**config.mk**
```make
export PLATFORM = sky130hd
export DESIGN_NAME = cp0_timer_irq_flat
export DESIGN_NICKNAME = d
export VERILOG_FILES = /design/src/rtl/cp0_timer_irq_pkg.sv /design/src/rtl/cp0_timer_irq_if.sv /design/src/rtl/cp0_timer_irq_count_timer.sv /design/src/rtl/cp0_timer_irq.sv /design/src/flat_wrapper.sv
export SDC_FILE = /design/constraint.sdc
export NUM_CORES = 1
export LEC_CHECK = 0
export ABC_AREA = 1
export CAP_MARGIN = 15
export CORE_MARGIN = 8
export CORE_UTILIZATION = 50
export DETAILED_ROUTE_END_ITERATION = 8
export GPL_TIMING_DRIVEN = 1
export PLACE_DENSITY = 0.85
export SETUP_SLACK_MARGIN = 0.1
export SLEW_MARGIN = 20
export SYNTH_ARGS = -nofsm -noshare
export SYNTH_HDL_FRONTEND = slang
export SYNTH_SLANG_ARGS = --single-unit
```
**constraint.sdc**
```tcl
create_clock -name clk -period 6.5 [get_ports clk]
set_input_delay 1.3 -clock clk [delete_from_list [all_inputs] [get_ports clk]]
set_output_delay 1.3 -clock clk [all_outputs]
set_load 0.01 [all_outputs]
```
**src/rtl/cp0_timer_irq_pkg.sv**
```systemverilog
// Shared CP0 definitions: register numbers, SR/Cause bit positions and
// exception codes, used by the CP0, the instruction decoder and the hazard unit.
package cp0_pkg;

    typedef enum logic [4:0] {
        REG_COUNT   = 5'd9,
        REG_COMPARE = 5'd11,
        REG_SR      = 5'd12,
        REG_CAUSE   = 5'd13,
        REG_EPC     = 5'd14,
        REG_PRID    = 5'd15
    } cp0_reg_e;

    typedef enum logic [4:0] {
        EXC_INT  = 5'd0,
        EXC_ADEL = 5'd4,
        EXC_ADES = 5'd5,
        EXC_RI   = 5'd10,
        EXC_OV   = 5'd12
    } exc_code_e;

    // SR bit positions
    localparam int unsigned SR_IE     = 0;
    localparam int unsigned SR_EXL    = 1;
    localparam int unsigned SR_IM_LO  = 8;
    localparam int unsigned SR_IM_HI  = 15;

    // Cause bit positions
    localparam int unsigned CAUSE_EXC_LO = 2;
    localparam int unsigned CAUSE_EXC_HI = 6;
    localparam int unsigned CAUSE_SW_LO  = 8;
    localparam int unsigned CAUSE_SW_HI  = 9;
    localparam int unsigned CAUSE_HW_LO  = 10;
    localparam int unsigned CAUSE_HW_HI  = 15;
    localparam int unsigned CAUSE_TI     = 30;
    localparam int unsigned CAUSE_BD     = 31;

endpackage

```
**src/rtl/cp0_timer_irq_if.sv**
```systemverilog
// CP0 <-> M-stage bus: mtc0/mfc0 access, exception inputs and redirect outputs.
interface cp0_timer_irq_if #(
    parameter int NUM_HWINT = 6
);
    logic                 we;
    logic [4:0]           addr;
    logic [31:0]          wdata;
    logic [31:0]          rdata;
    logic [31:0]          vpc;
    logic                 bd_in;
    logic [4:0]           exc_code_in;
    logic [NUM_HWINT-1:0] hw_int;
    logic                 exl_clr;
    logic [31:0]          epc_out;
    logic                 req;
    logic                 timer_irq;

    modport master (
        output we, addr, wdata, vpc, bd_in, exc_code_in, hw_int, exl_clr,
        input  rdata, epc_out, req, timer_irq
    );

    modport slave (
        input  we, addr, wdata, vpc, bd_in, exc_code_in, hw_int, exl_clr,
        output rdata, epc_out, req, timer_irq
    );
endinterface

```
**src/rtl/cp0_timer_irq_count_timer.sv**
```systemverilog
// Count/Compare timer: prescaler, free-running Count, Compare and the TI flag.
module cp0_count_timer #(
    parameter bit          TIMER_EN  = 1'b1,
    parameter int unsigned COUNT_DIV = 1
) (
    input  logic        clk,
    input  logic        reset,
    input  logic        load_count,
    input  logic        write_compare,
    input  logic [31:0] wdata,
    output logic [31:0] count,
    output logic [31:0] compare,
    output logic        ti
);

    localparam int unsigned PW = (COUNT_DIV > 1) ? $clog2(COUNT_DIV) : 1;

    logic [PW-1:0] presc;
    logic [31:0]   count_q;
    logic [31:0]   compare_q;
    logic          ti_q;
    logic          tick;
    logic [31:0]   count_inc;

    assign tick      = (presc == PW'(COUNT_DIV - 1));
    assign count_inc = count_q + 32'd1;

    // Prescaler and Count; an mtc0 load restarts the prescaler
    always_ff @(posedge clk or posedge reset) begin
        if (reset) begin
            presc   <= '0;
            count_q <= '0;
        end else if (load_count) begin
            presc   <= '0;
            count_q <= wdata;
        end else if (tick) begin
            presc   <= '0;
            count_q <= count_inc;
        end else begin
            presc   <= presc + PW'(1);
        end
    end

    // Compare and TI; TI only rises on a real increment onto Compare
    always_ff @(posedge clk or posedge reset) begin
        if (reset) begin
            compare_q <= '0;
            ti_q      <= 1'b0;
        end else if (write_compare) begin
            compare_q <= wdata;
            ti_q      <= 1'b0;
        end else if (!load_count && tick && (count_inc == compare_q)) begin
            ti_q      <= 1'b1;
        end
    end

    assign count   = TIMER_EN ? count_q   : '0;
    assign compare = TIMER_EN ? compare_q : '0;
    assign ti      = TIMER_EN ? ti_q      : 1'b0;

endmodule

```
**src/rtl/cp0_timer_irq.sv**
```systemverilog
// CP0 at the M stage: SR/Cause/EPC/PRId, exception/interrupt request and
// redirect EPC, with a Count/Compare timer feeding IP[15].
module cp0_timer_irq
    import cp0_pkg::*;
#(
    parameter int          NUM_HWINT = 6,
    parameter bit          TIMER_EN  = 1'b1,
    parameter int unsigned COUNT_DIV = 1,
    parameter logic [31:0] PRID      = 32'h0000_7000
) (
    input  logic           clk,
    input  logic           reset,
    cp0_timer_irq_if.slave bus
);

    logic [7:0]  im;
    logic        exl;
    logic        ie;
    logic        bd;
    logic [5:0]  ip_hw;
    logic [1:0]  ip_sw;
    logic [4:0]  exc_code;
    logic [31:0] epc;

    logic [5:0]  hw6;
    logic [7:0]  ip_live;
    logic        int_req;
    logic        exc_req;
    logic        req;
    logic [31:0] epc_next;
    logic        wr_en;
    logic        load_count;
    logic        write_compare;
    logic [31:0] count;
    logic [31:0] compare;
    logic        ti;
    logic [31:0] sr_val;
    logic [31:0] cause_val;

    cp0_count_timer #(
        .TIMER_EN  (TIMER_EN),
        .COUNT_DIV (COUNT_DIV)
    ) u_timer (
        .clk           (clk),
        .reset         (reset),
        .load_count    (load_count),
        .write_compare (write_compare),
        .wdata         (bus.wdata),
        .count         (count),
        .compare       (compare),
        .ti            (ti)
    );

    // Zero-extend the hardware lines to the full six IP[15:10] slots
    always_comb begin
        hw6                = '0;
        hw6[NUM_HWINT-1:0] = bus.hw_int;
    end

    assign ip_live  = {hw6[5] | ti, hw6[4:0], ip_sw};
    assign int_req  = !exl && ie && |(im & ip_live);
    assign exc_req  = !exl && (bus.exc_code_in != '0);
    assign req      = int_req || exc_req;
    assign epc_next = bus.bd_in ? (bus.vpc - 32'd4) : bus.vpc;

    // A taken exception/interrupt swallows the mtc0 in the same cycle
    assign wr_en         = bus.we && !req;
    assign load_count    = wr_en && (bus.addr == REG_COUNT);
    assign write_compare = wr_en && (bus.addr == REG_COMPARE);

    assign sr_val    = {16'h0000, im, 6'b000000, exl, ie};
    assign cause_val = {bd, ti, 14'h0000, ip_hw, ip_sw, 1'b0, exc_code, 2'b00};

    assign bus.req       = req;
    assign bus.epc_out   = req ? epc_next : epc;
    assign bus.timer_irq = ti;

    // mfc0 read mux
    always_comb begin
        bus.rdata = '0;
        case (bus.addr)
            REG_COUNT:   bus.rdata = count;
            REG_COMPARE: bus.rdata = compare;
            REG_SR:      bus.rdata = sr_val;
            REG_CAUSE:   bus.rdata = cause_val;
            REG_EPC:     bus.rdata = epc;
            REG_PRID:    bus.rdata = PRID;
            default:     bus.rdata = '0;
        endcase
    end

    // SR/Cause/EPC update: exception entry first, else eret and mtc0
    always_ff @(posedge clk or posedge reset) begin
        if (reset) begin
            im       <= '0;
            exl      <= 1'b0;
            ie       <= 1'b0;
            bd       <= 1'b0;
            ip_hw    <= '0;
            ip_sw    <= '0;
            exc_code <= '0;
            epc      <= '0;
        end else begin
            ip_hw <= ip_live[7:2];
            if (req) begin
                exl      <= 1'b1;
                bd       <= bus.bd_in;
                exc_code <= int_req ? EXC_INT : bus.exc_code_in;
                epc      <= epc_next;
            end else begin
                if (bus.exl_clr) begin
                    exl <= 1'b0;
                end
                if (bus.we && (bus.addr == REG_SR)) begin
                    im  <= bus.wdata[SR_IM_HI:SR_IM_LO];
                    exl <= bus.wdata[SR_EXL];
                    ie  <= bus.wdata[SR_IE];
                end
                if (bus.we && (bus.addr == REG_CAUSE)) begin
                    ip_sw <= bus.wdata[CAUSE_SW_HI:CAUSE_SW_LO];
                end
                if (bus.we && (bus.addr == REG_EPC)) begin
                    epc <= bus.wdata;
                end
            end
        end
    end

endmodule

```
**src/flat_wrapper.sv**
```systemverilog
// flat-port wrapper written by rule: the top's interface ports become plain ports
module cp0_timer_irq_flat import cp0_pkg::*;
#(
    parameter int          NUM_HWINT = 6,
    parameter bit          TIMER_EN  = 1'b1,
    parameter int unsigned COUNT_DIV = 1,
    parameter logic [31:0] PRID      = 32'h0000_7000
)
  (clk, reset, bus_we, bus_addr, bus_wdata, bus_vpc, bus_bd_in, bus_exc_code_in, bus_hw_int, bus_exl_clr, bus_rdata, bus_epc_out, bus_req, bus_timer_irq);
  cp0_timer_irq_if #(.NUM_HWINT(NUM_HWINT)) bus_i ();
  input  logic clk;
  input  logic reset;
  input wire logic [$bits(bus_i.we)-1:0] bus_we;
  input wire logic [$bits(bus_i.addr)-1:0] bus_addr;
  input wire logic [$bits(bus_i.wdata)-1:0] bus_wdata;
  input wire logic [$bits(bus_i.vpc)-1:0] bus_vpc;
  input wire logic [$bits(bus_i.bd_in)-1:0] bus_bd_in;
  input wire logic [$bits(bus_i.exc_code_in)-1:0] bus_exc_code_in;
  input wire logic [$bits(bus_i.hw_int)-1:0] bus_hw_int;
  input wire logic [$bits(bus_i.exl_clr)-1:0] bus_exl_clr;
  output wire logic [$bits(bus_i.rdata)-1:0] bus_rdata;
  output wire logic [$bits(bus_i.epc_out)-1:0] bus_epc_out;
  output wire logic [$bits(bus_i.req)-1:0] bus_req;
  output wire logic [$bits(bus_i.timer_irq)-1:0] bus_timer_irq;
  assign bus_i.we = bus_we;
  assign bus_i.addr = bus_addr;
  assign bus_i.wdata = bus_wdata;
  assign bus_i.vpc = bus_vpc;
  assign bus_i.bd_in = bus_bd_in;
  assign bus_i.exc_code_in = bus_exc_code_in;
  assign bus_i.hw_int = bus_hw_int;
  assign bus_i.exl_clr = bus_exl_clr;
  assign bus_rdata = bus_i.rdata;
  assign bus_epc_out = bus_i.epc_out;
  assign bus_req = bus_i.req;
  assign bus_timer_irq = bus_i.timer_irq;
  cp0_timer_irq #(.NUM_HWINT(NUM_HWINT), .TIMER_EN(TIMER_EN), .COUNT_DIV(COUNT_DIV), .PRID(PRID)) u_core (.clk(clk), .reset(reset), .bus(bus_i));
endmodule
```
# After elaboration in Yosys (flattened, before gate mapping)
# Index checks and enable logic that the tools add are counted.
# Widths: inputs -> output; s select.
classes:
  n_addsub: 3
  eq_ne: 8
  mux: 15
  bitwise_logic: 4
  reduce_logical: 22
op_table:
  columns: ["cell", "n"]
  rows:
  - ["$mux 32", 6]
  - ["$pmux 32 s6", 1]
  - ["$add 32x1->32 const B", 1]
  - ["$eq 32x32->1", 1]
  - ["$sub 32x3->32 const B", 1]
  - ["$eq 5x4->1 const B", 6]
  - ["$logic_and 1x1->1", 11]
  - ["$and 8x8->8", 1]
  - ["$reduce_or 8->1", 1]
  - ["$mux 1", 7]
  - ["$mux 5", 1]
  - ["$reduce_bool 5->1", 1]
  - ["$reduce_and 2->1", 2]
  - ["$reduce_bool 2->1", 2]
  - ["$logic_not 1->1", 3]
  - ["$reduce_bool 3->1", 1]
  - ["$ne 2x2->1 const B", 1]
  - ["$not 1->1", 2]
  - ["$add 1x1->1 const B", 1]
  - ["$logic_or 1x1->1", 1]
  - ["$or 1x1->1", 1]
totals:
  reg_bits: 122
  in_bits: 85
  out_inout_bits: 66
  wordCells: 64

# Longest topological paths before layout
# Gate-level depths: netlist of the first run.
logic_depth:
  word_depth: 13
  depth_mapped: 16
  mapped_depth_nobuf: 16

# Cells and area by module
# From an unflattened synthesis of the first run, not the netlist that was laid out.
unflattened:
  cells_unflattened: 1329
  hier_area_um2: 8544.4
by_module_without_submodules:
  columns: ["module", "n_inst", "cells_per_inst", "area_per_inst_um2", "seq_area_each_um2"]
  rows:
  - ["cp0_timer_irq", 1, 718, 4440.5, 1401.3]
  - ["cp0_count_timer", 1, 611, 4103.9, 1626.6]

# Worst setup path after synthesis of the first run
# Ideal clock, no wire load.
synth_timing:
  kind: "input -> output"
  start: "input port bus_vpc[2]"
  end: "output port bus_epc_out[30]"
  t_arrival_ns: 2.688
  t_required_ns: 5.200
  path_slack_ns: 2.512
  stages: 12
  path_buffers: 0
  path_cell_list: "inv_1 ha_1 nand3_1 nor3_2 nand2_1 nor2_2 nand3_1 nor2_2 nand3_1 nand2_1 nand3_1 o21ai_0"
synth_via:
  elab_chain_cells: 3
synth_lines:
  columns: ["element", "line", "source"]
  rows:
  - ["from (decl)", "flat_wrapper.sv:16", "input wire logic [$bits(bus_i.vpc)-1:0] bus_vpc;"]
  - ["$sub 32x3->32", "cp0_timer_irq.sv:64", "assign epc_next = bus.bd_in ? (bus.vpc - 32'd4) : bus.vpc;"]
  - ["$mux 32", "cp0_timer_irq.sv:64", null]
  - ["$mux 32", "cp0_timer_irq.sv:75", "assign bus.epc_out = req ? epc_next : epc;"]
  - ["to (decl)", "flat_wrapper.sv:22", "output wire logic [$bits(bus_i.epc_out)-1:0] bus_epc_out;"]
# Every way passes these cells.

# Final worst setup path of the first run
layout_timing:
  start: "input port bus_bd_in"
  end: "output port bus_epc_out[29]"
layout_via:
  elab_chain_cells: 2
layout_lines:
  columns: ["element", "line", "source"]
  rows:
  - ["from (decl)", "flat_wrapper.sv:17", "input wire logic [$bits(bus_i.bd_in)-1:0] bus_bd_in;"]
  - ["$mux 32", "cp0_timer_irq.sv:64", null]
  - ["$mux 32", "cp0_timer_irq.sv:75", null]
# Every way passes these cells.

==> flow_summary_export.csv, run 1 <==
group,metric,value,unit
cells_and_area,layout_common_cells,"nand2_1 (336), inv_1 (179), clkdlybuf4s50_1 (150), o21ai_0 (128), dfrtp_1 (121)",
clock_network,htree_levels,4,
power,total_power,4.17,mW
clock_network,cts_buffer_depth,2,
run,max_cap_viol_count,0,
grt,grt-ovfl-total,0,
timing,worst_slew_pin_slew,797,ps
clock_network,postCtsSetupBuffers,0,
detailed_routing,dr_wl_met3,3160,um
setup_path,crit_type,"input pin to output pin",
setup_path,crit_chain,"clkdlybuf4s50_1, inv_1, nor2_4, nand2_1, nor3_2, nand2_1, nor2_2, nand2_1, nor2_4, nand2_1, nand2_1, nand3_1, o21ai_0, clkdlybuf4s50_1",
timing,fin_setup_tns,0,ps
yosys,synth-seq-area-share,36.6,%
timing,max_freq,187,MHz
setup_path,path_depth,14,
clock_network,cts.sinks,121,
detailed_routing,drc_errors,0,
clock_network,ctsResizeCount,0,
floorplan,die_y,145,um
grt,grt_max_degree,84,
place,dp_hpwl,22300,um
floorplan,start_util,50.5,%
yosys,syn_nets,1306,
setup_path,cp.required,5200,ps
setup_path,crit_end,"bus_epc_out[29]",
yosys,synth_area_per_cell,6.80,um2
timing,worst_slack,1150,ps
timing,rsz0062_at_grt,"no",
cells_and_area,num_antenna_cells,0,
floorplan,coreArea,0.0164,mm2
floorplan,die_width,145,um
setup_path,cp-start-kind,"input pin",
power,leakagePower,4.87,nW
yosys,synth_seq_cells,121,
setup_path,r2r_cells,10,
clock_network,clockRootBuffer,"clkbuf_16",
detailed_routing,viasPerCell,5.74,
yosys,ys_types,48,
power,powerDensity,395,mW/mm2
yosys,syn_inst,1219,
timing,hold_viol_final,0,
floorplan,design.die.area,0.0209,mm2
place,dp_worst_setup_slack,1220,ps
timing,timing.final.crit_share,82.4,%
power,ir_drop,0.000226,V
worst_hold_path,holdCritPathClass,"register to register",
setup_path,critPathMaxFanout,6,
yosys,synth_flop_cell,"dfrtp_1",
clock_network,postCtsHoldBufs,0,
yosys,yosysWarnings,0,
timing,maxSlewHeadroom,46.8,%
setup_path,startpoint,"bus_bd_in",
grt,grt_pass1_wl,45500,um
detailed_routing,drtPass1Iterations,6,
yosys,synth.cell_area,0.00828,mm2
timing,skew,7.13,ps
detailed_routing,ant_nets,0,
place,dpl_cell_area,0.00996,mm2
yosys,synth_edf_count,0,
setup_path,cp_common_cell,"nand2_1",
cells_and_area,stdcell_count,1593,
detailed_routing,met1_length,11800,um
grt,antenna_found_initial,0,
detailed_routing,drt_iter0_markers,1030,
cells_and_area,layout_commonest_cell,"nand2_1",
detailed_routing,top_layer,"met4",
status,outcome,"completed",
setup_path,crit_path_top_delay_cell,"clkdlybuf4s50_1",
grt,grt_pass1_vias,8753,
place,dp.cells,1561,
detailed_routing,vias,9140,
cells_and_area,syn_to_final_growth,27.4,%
detailed_routing,wl_met2,13100,um
setup_path,path_buf_inv,3,
cells_and_area,nNetsFinal,1447,
place,globalplace.congestion,0.956,
detailed_routing,wl_per_cell,18.4,um
setup_path,arrival,4050,ps
setup_path,critPathTopFamily,"simple AND/OR/NAND/NOR gates",
cells_and_area,fin_area,0.0106,mm2
clock_network,insertion_delay,430,ps
place,io_buffers,150,
setup_path,max_stage_delay,580,ps
floorplan,rows,47,
setup_path,reg2reg_slack,3720,ps
setup_path,end_kind,"output pin",
floorplan,pin_count,151,
detailed_routing,wl,29300,um
grt,grt_usage,28.6,%
yosys,synthArstFlopShare,100,%
setup_path,r2r_start,"u_core.u_timer.ti",
timing,finalMaxSlewViolations,0,
clock_network,clk_pin_slew,60,ps
clock_network,cts_made_buffers,17,
setup_path,r2r_end,"u_core.u_timer.count[13]",
timing,setup_violations,0,
clock_network,cts_tree,"yes",
cells_and_area,drive_gt1_share,8.23,%
timing,period_minus_slack,5350,ps
## power by group
part / leakage [nW] / switching, mW / internal, mW
clock: 0.279 / 0.394 / 0.571
combinational: 3.18 / 1.11 / 0.743
sequential: 1.42 / 0.280 / 1.07
## flip-flops by register name, summed over array words and instances, names as in the netlist
| register | cells |
|---|---|
| u_core.bd | 1 |
| u_core.epc | 32 |
| u_core.exc_code | 5 |
| u_core.exl | 1 |
| u_core.ie | 1 |
| u_core.im | 8 |
| u_core.ip_hw | 6 |
| u_core.ip_sw | 2 |
| u_core.u_timer.compare | 32 |
| u_core.u_timer.count | 32 |
| u_core.u_timer.ti | 1 |
## per-layer routing
layer	track usage [%]	vias up
li1	-	4265
met1	36.4	4226
met2	43.4	558
met3	8.83	91
met4	13.9	0
met5	0	-
## layout make-up
cell class | instances | area, um2
Multi-Input combinational cell | 872 | 4380
Sequential cell | 121 | 3030
Clock buffer | 17 | 425
Fill cell | 1413 | 5850
Tap cell | 220 | 275
Timing Repair Buffer | 159 | 1570
Clock inverter | 15 | 168
Inverter | 189 | 714
## worst min-delay path by stage
stage | startpoint | end | cells after the start
3_3_place_gp | u_core.exc_code[0] | u_core.exc_code[0] | 2
3_5_place_dp | u_core.exc_code[0] | u_core.exc_code[0] | 2
5_1_grt | u_core.exc_code[0] | u_core.exc_code[0] | 2
2_1_floorplan | u_core.bd | u_core.bd | 2
6_report | u_core.exc_code[0] | u_core.exc_code[0] | 2
4_1_cts | u_core.exc_code[0] | u_core.exc_code[0] | 2
## worst reg2reg max path, delay by kind of cell, from the launching register on
family | cells | cell delay [ps]
AOI/OAI and AO/OA | 1 | 80
buffers and inverters | 2 | 910
DFF | 1 | 460
and+or+nand+nor | 7 | 1200
## Yosys cell counts (7+ instances only)
master / instances / area, um2
nand3_1: 103 / 515
xor2_1: 7 / 61.3
clkbuf_1: 16 / 60.1
o211ai_1: 9 / 67.6
nor2_1: 105 / 394
inv_1: 180 / 676
a21oi_1: 14 / 70.1
o22ai_1: 7 / 43.8
a22oi_1: 12 / 90.1
o21ai_1: 19 / 95.1
inv_2: 7 / 26.3
o221ai_1: 29 / 254
o21ai_0: 128 / 641
buf_2: 16 / 80.1
nor2_4: 14 / 158
nand2_2: 15 / 93.8
or2_2: 7 / 43.8
dfrtp_1: 121 / 3030
nand2_1: 336 / 1260
nor2_2: 12 / 75.1
## kinds of logic after synthesis
family	count (synthesis)	share of synthesized area, %
adder cells (fa/ha/maj)	2	0.302
flip-flops	121	36.6
XOR/XNOR	11	1.50
buffers and inverters	226	10.7
AO/OA/AOI/OAI	245	17.8
AND/OR/NAND/NOR	614	33.2
## stage by stage
step	hold slack, ps	utilization [%]
floorplan	453	-
global placement	480	60.7
detailed placement	482	60.7
CTS	497	64.3
global route	539	64.3
finish	508	64.3
No activity file was read; power rests on OpenSTA's default activity.
==> run 2: changes to the inputs <==
- CORE_UTILIZATION: 50 -> 49
- PLACE_DENSITY: 0.85 -> 0.86
- clock period: 6.5 -> 4.6 ns (I/O delays scaled with it)
==> flow_summary_export.csv, run 2 (synthesis gave the netlist of run 1 again) <==
group,metric,value,unit
detailed_routing,wl,29200,um
cells_and_area,fin_area,0.0107,mm2
detailed_routing,vias,9124,
timing,timing.final.crit_share,95.5,%
cells_and_area,layout_commonest_cell,"nand2_1",
detailed_routing,drt_iter0_markers,1100,
clock_network,cts_made_buffers,17,
timing,timing.hold.ws,494,ps
timing,setup_violations,0,
floorplan,pin_count,151,
floorplan,die_width,146,um
clock_network,htree_levels,4,
cells_and_area,num_antenna_cells,0,
timing,finalMaxSlewViolations,0,
floorplan,die_y,146,um
timing,skew,8.35,ps
grt,grt_pass1_vias,8810,
setup_path,crit_chain,"clkdlybuf4s50_1, inv_1, nor2_4, nand2_1, nor3_4, nand2_2, nor2_4, nand2_1, nor2_4, or2_2, nand2_1, o21ai_0, clkdlybuf4s50_1",
clock_network,clk_pin_slew,60,ps
setup_path,crit_path_top_delay_cell,"clkdlybuf4s50_1",
clock_network,insertion_delay,430,ps
clock_network,cts.sinks,121,
timing,hold_viol_final,0,
detailed_routing,wl_per_cell,18.2,um
setup_path,critPathMaxFanout,6,
timing,rsz0062_at_grt,"no",
run,max_cap_viol_count,0,
clock_network,cts_buffer_depth,2,
setup_path,crit_type,"input pin to output pin",
timing,period_minus_slack,4390,ps
power,powerDensity,547,mW/mm2
clock_network,cts_tree,"yes",
cells_and_area,layout_common_cells,"nand2_1 (334), inv_1 (179), clkdlybuf4s50_1 (144), o21ai_0 (128), dfrtp_1 (121)",
place,dpl_cell_area,0.0100,mm2
setup_path,max_stage_delay,590,ps
cells_and_area,syn_to_final_growth,28.8,%
floorplan,coreArea,0.0166,mm2
setup_path,cp.required,3680,ps
timing,max_freq,228,MHz
floorplan,design.die.area,0.0213,mm2
grt,grt_pass1_wl,45800,um
timing,maxSlewHeadroom,49.8,%
grt,grt-ovfl-total,0,
setup_path,end_kind,"output pin",
worst_hold_path,holdCritPathClass,"register to register",
floorplan,rows,47,
setup_path,cp-start-kind,"input pin",
detailed_routing,drc_errors,0,
grt,grt_max_degree,48,
timing,fin_setup_tns,0,ps
power,ir_drop,0.000335,V
power,leakagePower,5.00,nW
place,dp_hpwl,22400,um
clock_network,clockRootBuffer,"clkbuf_16",
detailed_routing,ant_nets,0,
floorplan,start_util,50.0,%
detailed_routing,drtPass1Iterations,7,
status,outcome,"completed",
grt,antenna_found_initial,1,
detailed_routing,viasPerCell,5.69,
timing,worst_slew_pin_slew,753,ps
cells_and_area,nNetsFinal,1459,
cells_and_area,drive_gt1_share,9.10,%
setup_path,arrival,3470,ps
place,io_buffers,150,
grt,grt_usage,26.9,%
place,globalplace.congestion,0.973,
[run 2: worst max-delay path: cells and delay by family]
family                 cells  cell delay [ps]
buffers and inverters      3             1240
and+or+nand+nor            9             1190
AOI/OAI and AO/OA          1              120
[run 2: path summary, 6_finish.rpt]
path	cells after the start	startpoint	endpoint	slack, ps
worst max-delay path	13	bus_bd_in	bus_epc_out[27]	210
worst min-delay path	2	u_core.exc_code[1]	u_core.exc_code[1]	490
worst max register to register	9	u_core.u_timer.ti	u_core.u_timer.count[13]	1950
worst min register to register	2	u_core.exc_code[1]	u_core.exc_code[1]	490
max in group asynchronous	3	reset	u_core.epc[2]	2910
min in group asynchronous	2	reset	u_core.u_timer.count[7]	900
[run 2: power by group]
group          switching (mW)  internal [mW]
Clock                   0.502          0.793
Combinational            1.57           1.07
Sequential              0.393           1.52
[run 2: layout make-up]
class	count	area [um2]
clock buffers	24	492
inverters	189	716
fillers	1435	5910
clock inverters	7	67.6
repair buffers	171	1680
multi-input cells	872	4420
well taps	220	275
flip-flops and latches	121	3030
[run 2: timing repair]
action                                  4_1_cts  5_1_grt
endpoints found under the setup margin        1       12
resized for setup                             1       16
pin swaps                                     0        1
endpoints found under the hold margin         0        0
hold buffers                                  0        0
setup buffers                                 0        1
[run 2: metal layers]
layer / wire [um] / part of all wire (%) / track usage, % / vias up
met2: 13100 / 45 / 42.1 / 557
met5: 8 / 0.027 / 0 / -
li1: - / - / - / 4287
met1: 11700 / 40 / 34.6 / 4195
met4: 1140 / 3.9 / 12.4 / 2
met3: 3250 / 11 / 6.27 / 83
[run 2: metrics by stage]
step                      setup WS (ps)  util [%]  instances  power, mW
after floorplan                     466         -       1219       3.44
after global placement              165      60.6       1572       4.39
after detailed placement           80.4      60.6       1572       4.47
after CTS                           107      64.0       1603       5.77
after global routing               66.6      64.4       1604       6.19
final                               207      64.4       1604       5.84
==> run 3: changes to the inputs <==
- CORE_UTILIZATION: 49 -> 50
- PLACE_DENSITY: 0.86 -> 0.85
- SETUP_SLACK_MARGIN: 0.1 -> 0.4
- clock period: 4.6 -> 5.48 ns (I/O delays scaled with it)
==> flow_summary_export.csv, run 3 (synthesis gave the netlist of run 1 again) <==
group,metric,value,unit
power,p_sw_share,42.1,%
setup_path,path_buf_inv,3,
timing,timing.final.crit_share,88.9,%
grt,grt_max_degree,50,
cells_and_area,num_antenna_cells,0,
detailed_routing,vias,9016,
setup_path,cp_common_cell,"nand3_1",
power,power.switching,2.08,mW
cells_and_area,layout_commonest_cell,"nand2_1",
detailed_routing,ant_nets,0,
power,powerDensity,465,mW/mm2
clock_network,cts_tree,"yes",
floorplan,pin_count,151,
timing,max_freq,205,MHz
power,cell_internal_pwr,2.86,mW
setup_path,critPathMaxFanout,6,
grt,grt_pass1_wl,45100,um
floorplan,start_util,50.5,%
place,io_buffers,150,
timing,skew,12.5,ps
timing,setup_violations,0,
floorplan,rows,47,
grt,grt_usage,28.4,%
cells_and_area,syn_to_final_growth,28.3,%
setup_path,critPathTopFamily,"simple AND/OR/NAND/NOR gates",
place,dp_hpwl,22400,um
setup_path,end_kind,"output pin",
place,dp.cells,1565,
grt,grt-ovfl-total,0,
timing,period_minus_slack,4870,ps
timing,worst_slack,609,ps
timing,maxSlewHeadroom,50.1,%
setup_path,crit_type,"input pin to output pin",
detailed_routing,drc_errors,0,
floorplan,die_y,145,um
power,total_power,4.94,mW
cells_and_area,stdcell_count,1599,
setup_path,cp-start-kind,"input pin",
power,pwr-share-comb,44.9,%
clock_network,clockRootBuffer,"clkbuf_16",
clock_network,clk_pin_slew,60,ps
clock_network,insertion_delay,430,ps
power,p_seq_share,32.3,%
detailed_routing,wl_per_cell,18.2,um
cells_and_area,drive_gt1_share,8.70,%
detailed_routing,drt_iter0_markers,894,
clock_network,cts_made_buffers,17,
timing,worst_slew_pin_slew,747,ps
timing,fin_setup_tns,0,ps
grt,grt_pass1_vias,8505,
place,dp_worst_setup_slack,507,ps
floorplan,die_width,145,um
run,max_cap_viol_count,0,
power,ir_drop,0.000261,V
timing,hold_viol_final,0,
detailed_routing,drtPass1Iterations,6,
worst_hold_path,holdCritPathClass,"register to register",
place,globalplace.congestion,1.01,
timing,finalMaxSlewViolations,0,
setup_path,arrival,3780,ps
clock_network,cts.sinks,121,
cells_and_area,fin_util,64.8,%
cells_and_area,nNetsFinal,1453,
timing,rsz0062_at_grt,"no",
clock_network,cts_buffer_depth,2,
grt,antenna_found_initial,0,
status,outcome,"completed",
power,clkPwrFrac,22.7,%
setup_path,cp.required,4380,ps
detailed_routing,wl,29200,um
floorplan,coreArea,0.0164,mm2
floorplan,design.die.area,0.0209,mm2
power,leakagePower,4.92,nW
setup_path,max_stage_delay,560,ps
cells_and_area,layout_common_cells,"nand2_1 (336), inv_1 (179), clkdlybuf4s50_1 (149), o21ai_0 (128), dfrtp_1 (121)",
setup_path,crit_chain,"clkdlybuf4s50_1, inv_1, ha_1, nand3_1, nor3_2, nand2_1, nor2_4, nand3_1, nor2_4, a21o_1, nand3_1, o21ai_0, clkdlybuf4s50_1",
setup_path,crit_path_top_delay_cell,"clkdlybuf4s50_1",
clock_network,htree_levels,4,
detailed_routing,viasPerCell,5.64,
[run 3: worst paths after layout]
| path | endpoint | slack [ps] | from | depth (start not counted) |
|---|---|---|---|---|
| worst max register to register | u_core.u_timer.count[13] | 2600 | u_core.u_timer.ti | 9 |
| max in group asynchronous | u_core.u_timer.compare[23] | 3330 | reset | 3 |
| min in group asynchronous | u_core.u_timer.count[5] | 1070 | reset | 2 |
| worst max-delay path | bus_epc_out[28] | 610 | bus_vpc[2] | 13 |
| worst min register to register | u_core.exc_code[0] | 500 | u_core.exc_code[0] | 2 |
| worst min-delay path | u_core.exc_code[0] | 500 | u_core.exc_code[0] | 2 |
[run 3: what timing repair did]
item | 4_1_cts | 5_1_grt
hold buffers | 0 | 0
endpoints found under the setup margin | 0 | 9
buffers inserted | 0 | 2
resized for setup | 0 | 5
[run 3: power by group through the flow]
stage               registers (mW)  logic [mW]  clock network (mW)
floorplan                     1.48        1.41                   0
global placement              1.58        2.13                   0
detailed placement            1.58        2.17                   0
CTS                           1.58        2.19                1.13
global route                  1.64        2.45                1.17
finish                        1.60        2.22                1.12
[run 3: cell type report]
class                           count  area, um2
Fill cell                        1406       5780
Clock buffer                       18        439
Clock inverter                     14        149
Multi-Input combinational cell    872       4390
Inverter                          189        716
Tap cell                          220        275
Sequential cell                   121       3030
Timing Repair Buffer              165       1630
[run 3: metrics by stage]
stage          instance area, um2  hold slack, ps
2_1_floorplan                8280             453
3_3_place_gp                10000             481
3_5_place_dp                10000             488
4_1_cts                     10600             501
5_1_grt                     10600             523
6_report                    10600             502
[run 3: routing by layer]
layer	GRT usage, %	part of all wire, %	up-vias
met3	7.68	11	76
met2	43.2	45	532
met1	36.8	39	4141
li1	-	-	4267
met4	13.5	4.1	0
met5	0	0	-
[run 3: worst reg2reg max path, cell delays in order (launching register included)]
cell and delay [ps]:
dfrtp_1 450, or2_1 270, nand2_1 100, nand3_1 120, nand2_2 170, nand3_2 210
nor2_4 530, inv_1 540, nand3_1 260, o21ai_1 90
